File: src/rtl/mux4_rr_scheduler.sv
// Four-input mux driven by a round-robin arbiter with bounded bursts.
// Select, grant, data and valid are all registered.
module mux4_rr_scheduler #(
  parameter int BURST = 4,
  parameter int CNTW  = 4
) (
  input  logic       CLK,
  input  logic       RSTN,
  input  logic [3:0] REQ,
  input  logic       A,
  input  logic       B,
  input  logic       C,
  input  logic       D,
  output logic [1:0] S,
  output logic [3:0] GNT,
  output logic       Y,
  output logic       VALID
);

  typedef enum logic {IDLE, GRANT} state_t;

  state_t          state, state_n;
  logic [1:0]      ptr, ptr_n;
  logic [1:0]      s_n;
  logic [3:0]      gnt_n;
  logic [CNTW-1:0] cnt, cnt_n;
  logic [1:0]      base;
  logic [3:0]      rot;
  logic [1:0]      off;
  logic [1:0]      win;
  logic            any;
  logic            hold;
  logic            ymux;

  // Rotate requests so the highest-priority index lands at bit 0.
  always_comb begin
    base = (state == GRANT) ? S + 2'd1 : ptr;
    rot  = 4'({REQ, REQ} >> base);
    any  = |REQ;
    if (rot[0])      off = 2'd0;
    else if (rot[1]) off = 2'd1;
    else if (rot[2]) off = 2'd2;
    else             off = 2'd3;
    win  = base + off;
    hold = REQ[S] && (cnt < CNTW'(BURST));
  end

  always_comb begin
    state_n = state;
    ptr_n   = ptr;
    s_n     = S;
    gnt_n   = GNT;
    cnt_n   = cnt;
    unique case (state)
      IDLE: begin
        if (any) begin
          state_n = GRANT;
          s_n     = win;
          gnt_n   = 4'(1) << win;
          cnt_n   = CNTW'(1);
        end
      end
      GRANT: begin
        if (hold) begin
          cnt_n = cnt + CNTW'(1);
        end else begin
          ptr_n = S + 2'd1;
          if (any) begin
            s_n   = win;
            gnt_n = 4'(1) << win;
            cnt_n = CNTW'(1);
          end else begin
            state_n = IDLE;
            gnt_n   = 4'b0000;
            cnt_n   = '0;
          end
        end
      end
    endcase
  end

  always_comb begin
    unique case (S)
      2'd0: ymux = A;
      2'd1: ymux = B;
      2'd2: ymux = C;
      2'd3: ymux = D;
    endcase
  end

  always_ff @(posedge CLK or negedge RSTN) begin
    if (!RSTN) begin
      state <= IDLE;
      ptr   <= 2'd0;
      S     <= 2'd0;
      GNT   <= 4'b0000;
      cnt   <= '0;
      Y     <= 1'b0;
      VALID <= 1'b0;
    end else begin
      state <= state_n;
      ptr   <= ptr_n;
      S     <= s_n;
      GNT   <= gnt_n;
      cnt   <= cnt_n;
      Y     <= ymux;
      VALID <= |GNT;
    end
  end

endmodule

File: config.mk
export PLATFORM = sky130hd
export DESIGN_NAME = mux4_rr_scheduler
export DESIGN_NICKNAME = d
export VERILOG_FILES = /design/src/rtl/mux4_rr_scheduler.sv
export SDC_FILE = /design/constraint.sdc
export NUM_CORES = 1
export LEC_CHECK = 0
export ABC_AREA = 1
export CAP_MARGIN = 20
export CORE_MARGIN = 8
export CORE_UTILIZATION = 53
export CTS_BUF_LIST = sky130_fd_sc_hd__clkbuf_4
export CTS_CLUSTER_DIAMETER = 30
export DETAILED_ROUTE_END_ITERATION = 8
export PLACE_DENSITY = 0.79
export SLEW_MARGIN = 20
export SYNTH_ARGS = -nofsm -noshare
export SYNTH_HDL_FRONTEND = slang
export SYNTH_SLANG_ARGS = --single-unit
export TNS_END_PERCENT = 100
File: constraint.sdc
create_clock -name CLK -period 3 [get_ports CLK]
set_clock_uncertainty 0.15 [all_clocks]
set_input_delay 0.9 -clock CLK [delete_from_list [all_inputs] [get_ports CLK]]
set_output_delay 0.9 -clock CLK [all_outputs]
set_load 0.005 [all_outputs]
# Yosys cells after proc, flatten, opt, wreduce, memory -nomap -nowiden
# Index checks and enable logic that the tools add are counted.
[word_totals]
ff_bits = 15
out_inout_bits = 8
wordCells = 48
[classes]
addsub = 3
order_cmp = 2
n_eq_ne = 5
n_shift = 2
mux = 21
n_bitwise = 2
n_reduce_logical = 6
[op_table]
columns = ["operator", "n"]
rows = [
  ["$mux W4", 5],
  ["$pmux W4 S2", 2],
  ["$mux W2", 5],
  ["$reduce_or A4 Y1", 2],
  ["$shr A8 B2 Y3", 1],
  ["$mux W1", 5],
  ["$add A4 B1 Y4 const B", 1],
  ["$eq A2 B2 Y1 const B", 2],
  ["$lt A4 B3 Y1 const B", 1],
  ["$ne A2 B2 Y1 const B", 2],
  ["$pmux W1 S4", 1],
  ["$pmux W2 S2", 1],
  ["$reduce_and A2 Y1", 2],
  ["$shl A1 B2 Y4 const A", 1],
  ["$lt A2 B3 Y1 const B", 1],
  ["$add A2 B1 Y2 const B", 1],
  ["$add A2 B2 Y2", 1],
  ["$bmux W1 S2", 1],
  ["$eq A2 B1 Y1 const B", 1],
  ["$logic_not A2 Y1", 1],
  ["$not A1 Y1", 2],
  ["$pmux W1 S2", 1],
  ["$logic_and A1 B1 Y1", 1],
]

# Depth between registers and ports, before layout
[depth]
word_depth = 11
mapped_depth = 14

# Least setup slack after synthesis
# OpenSTA, ideal clock, no wires.
[synth_path]
kind = "reg2reg"
from = "register S[0]"
to = "register GNT[0]"
setup_time_ns = 0.066
arrival_time_ns = 1.925
t_required_ns = 2.784
path_slack_ns = 0.859
path_stages_with_launch = 12
cell_sequence = "dfrtp_1 inv_2 ha_1 inv_1 o21ai_4 nand3_1 nand2_1 o21ai_1 ha_1 nor2_1 nand3_1 nand2_1"
[synth_between]
elab_chain_cells = 11
word_cells_on_any_way = 17
cone_classes = "add/sub (2); eq/ne (1); shift (2); mux (10); reduce/logical (2)"
[synth_lines]
columns = ["item", "line", "source"]
rows = [
  ["start: declaration", "14", "output logic [1:0] S,"],
  ["start signal: assignment", "103", "S <= s_n;"],
  ["$add A2 B1 Y2 *", "37", "base = (state == GRANT) ? S + 2'd1 : ptr;"],
  ["$mux W2 *", "37", ""],
  ["$shr A8 B2 Y3", "38", "rot = 4'({REQ, REQ} >> base);"],
  ["$mux W1", "42", "else if (rot[2]) off = 2'd2;"],
  ["$mux W2", "41", "else if (rot[1]) off = 2'd1;"],
  ["$mux W2", "40", "if (rot[0]) off = 2'd0;"],
  ["$add A2 B2 Y2 *", "44", "win = base + off;"],
  ["via win[0]", "30", "logic [1:0] win;"],
  ["$shl A1 B2 Y4 *", "59, 70", ""],
  ["$mux W4", "68", "if (any) begin"],
  ["$mux W4", "64", "if (hold) begin"],
  ["$pmux W4 S2 *", "54", "unique case (state)"],
  ["end signal: assignment", "104", "GNT <= gnt_n;"],
  ["end: declaration", "15", "output logic [3:0] GNT,"],
]
# The timed path passes the listed nets; every way through them passes the cells marked *. The select of a mux whose other input is x is not followed.
# A chain may end at the register's enable or synchronous reset.

# Worst setup path after layout
[layout_path]
from = "input REQ[0]"
to = "register GNT[2]"
[layout_between]
elab_chain_cells = 9
word_cells_on_any_way = 17
cone_classes = "add/sub (1); eq/ne (2); shift (2); mux (9); reduce/logical (3)"
[layout_lines]
columns = ["item", "line", "source"]
rows = [
  ["start: declaration", "9", "input logic [3:0] REQ,"],
  ["$shr A8 B2 Y3 *", "38", ""],
  ["$mux W1", "42", ""],
  ["$mux W2", "41", ""],
  ["$mux W2 *", "40", ""],
  ["$add A2 B2 Y2 *", "44", ""],
  ["via win[0]", "30", ""],
  ["$shl A1 B2 Y4 *", "59, 70", ""],
  ["$mux W4", "68", ""],
  ["$mux W4", "64", ""],
  ["$pmux W4 S2 *", "54", ""],
]
# Marks and branches as above.

==> metrics.csv <==
stage,metric,value,unit
run_status,status,completed,
logic_synthesis,synth.yosys.seq_area_share,39.95,%
floorplanning,die_y,58.11,µm
placement,place_hpwl,1629,µm
route,wl_met2,1032,µm
route,final_antenna_net_count,0,
logic_synthesis,syn_area,939.7,µm²
global_routing,grt_antenna_before_repair,0,
flow_run,maxCapViolations,0,
clocking,clkSlewWorstSetupHoldPaths,90,ps
floorplanning,num_io_pins,18,
timing,worst_slew_pin_slew,623.0,ps
global_routing,grt_pass1_vias,800,
timing,finalHoldViolations,0,
timing,setup_violations,0,
clocking,post_cts_resized,0,
logic_synthesis,yosys_warnings,0,
setup_path,start_kind,input port,
setup_path,cp-end-kind,flop,
timing,final_max_slew_viol_count,0,
layout,stdcell_area,1147,µm²
pwr,ir_drop,696.8,µV
pwr,finalPower,1.258,mW
timing,min_period,2445,ps
clocking,cts_setup_buffers,0,
floorplanning,initial_core_util,55.63,%
pwr,leakagePower,0.5743,nW
clocking,cts_hold_buf,0,
hold_path,hold_class,flop to flop,
logic_synthesis,synth_nets,133,
route,top_layer_used,met4,
route,viasPerCell,5.532,
route,first_pass_iters,4,
global_routing,gr-total-overflow,0,
timing,period_share,81.49,%
timing,grt_setup_unrepaired,false,
route,drc,0,
placement,placed_area,1120,µm²
setup_path,arrival,2520,ps
layout,fin_nets,154,
clocking,clockRootBuffer,clkbuf_4,
timing,fmax,0.4090,GHz
clocking,clkSinkCount,15,
clocking,htreeDepth,1,
setup_path,cp_cell_sequence,clkdlybuf4s50_1 -> nand2_1 -> nand2_1 -> nor2_2 -> a21oi_1 -> o21ai_1 -> ha_1 -> nor2_1 -> nand3_1 -> nand2_1,
placement,gp_congestion,0.8662,
global_routing,grt_pass1_wl,3470,µm
layout,drive_above_1_share,14.60,%
logic_synthesis,ys_ff_latch,15,
setup_path,cp_common_cell,nand2_1,
logic_synthesis,synth_largest_area_cell,dfrtp_1,
route,wl_met3,60,µm
logic_synthesis,synth.top_cell.area_share,39.95,%
placement,portBuffers,17,
route,drt_iter0_drc,19,
timing,totalNegativeSetupSlack,0,ps
logic_synthesis,yosys-top-cells-area,"dfrtp_1, nand2_1, nand3_1",
route,wire_per_inst,12.99,µm
setup_path,crit_required,3080,ps
setup_path,critPathMaxStageDelay,520,ps
route,wl_met1,897,µm
route,vias,852,
setup_path,worst-setup-path-type,input port to flop,
logic_synthesis,synthCells,117,
floorplanning,fp.dieArea,3376,µm²
layout,area_growth,22.10,%
floorplanning,fp.coreArea,1689,µm²
clocking,cts_tree,done,
clocking,numCtsBuffers,3,
pwr,cellPowerDensity,1096,nW/µm²
floorplanning,fp.dieW,58.11,µm
clocking,clock_path_buffers,2,
layout,antenna_cells,0,
timing,relSlewSlack,58.34,%
logic_synthesis,syn-mean-instance-area,8.031,µm²
setup_path,crit_slowest_cell,clkdlybuf4s50_1,
global_routing,grt_max_degree,16,
clocking,clk_latency,280,ps
global_routing,track_usage,12.70,%
route,drt_wl_total,2000,µm
setup_path,crit_fanout,4,
logic_synthesis,synth_cell_type_count,20,
floorplanning,floorplan.rows,15,
[path summary, 6_finish.rpt]
| check | slack [ps] | cells after the start | to | startpoint |
|---|---|---|---|---|
| max | 560 | 10 | GNT[2] | REQ[0] |
| max reg2reg | 570 | 11 | GNT[2] | S[0] |
| min | 360 | 1 | VALID | GNT[0] |
| min in group asynchronous | 850 | 1 | GNT[3] | RSTN |
| max in group asynchronous | 1450 | 1 | cnt[0] | RSTN |
| min reg2reg | 360 | 1 | VALID | GNT[0] |
[cells by family after synthesis]
kind of cell,after synthesis,share of synthesized area [%]
flip-flops,15,39.95
AO/OA/AOI/OAI,19,13.71
AND/OR/NAND/NOR,65,32.49
buffers and inverters,12,5.859
adder cells (fa/ha/maj),6,7.989
[where the power goes]
part	internal, mW	switching (mW)
combinational	0.340	0.444
clock	0.0495	0.0630
sequential	0.287	0.0747
total	0.676	0.582
[routing by layer]
layer	GRT usage [%]	vias up
li1	-	431
met1	16.04	401
met2	20.70	18
met3	1.545	2
met4	6.294	0
met5	0	-
[worst max-delay path: cells and delay by family]
family                   cells  cell delay [ps]
AO/OA/AOI/OAI                2              200
adder cells (fa/ha/maj)      1              290
buffers and inverters        1              520
AND/OR/NAND/NOR              6              620
[flip-flops by register name, indices dropped and copies added, names as in the netlist]
name	cells
ptr	2
cnt	4
GNT	4
Y	1
S	2
VALID	1
state	1
[cell type report]
type                       instances  area (µm²)
clock buffer                       3       22.52
clock inverter                     1       5.005
fill                             145       541.8
inverter                          11       43.79
multi-input combinational         90       509.2
sequential                        15       375.4
tap                               17       21.27
timing repair buffer              17       170.2
[Yosys cell counts (all sizes together)]
cell type,n
inv,11
nor3b,1
o21ai,12
or4,1
dfrtp,15
a21oi,3
ha,6
nand2,37
buf,1
a22o,4
nor2,7
nand3,19
[metrics by stage]
step           setup WS (ps)  hold slack, ps  utilization [%]  cells
3_5_place_dp           269.7           346.4            66.30    150
2_1_floorplan          858.9           319.5                -    117
5_1_grt                304.0           391.8            67.93    154
6_report               555.2           364.8            67.93    154
4_1_cts                553.6           368.1            67.93    154
3_3_place_gp           311.6           324.9            66.30    150
[placed cells by master (no fill, tap or decap)]
master	count
nor2_2	2
inv_1	9
dfrtp_1	15
nand2_1	29
inv_4	1
nor2_1	5
o21ai_2	2
o21ai_4	1
nor3b_1	1
nand3_2	1
clkbuf_4	3
ha_1	6
o21ai_0	8
a22o_1	4
a21oi_1	3
nand2_2	8
clkinv_2	1
inv_2	1
or4_1	1
o21ai_1	1
nand3_1	18
clkdlybuf4s50_1	17
(Power assumes the default switching activity.)
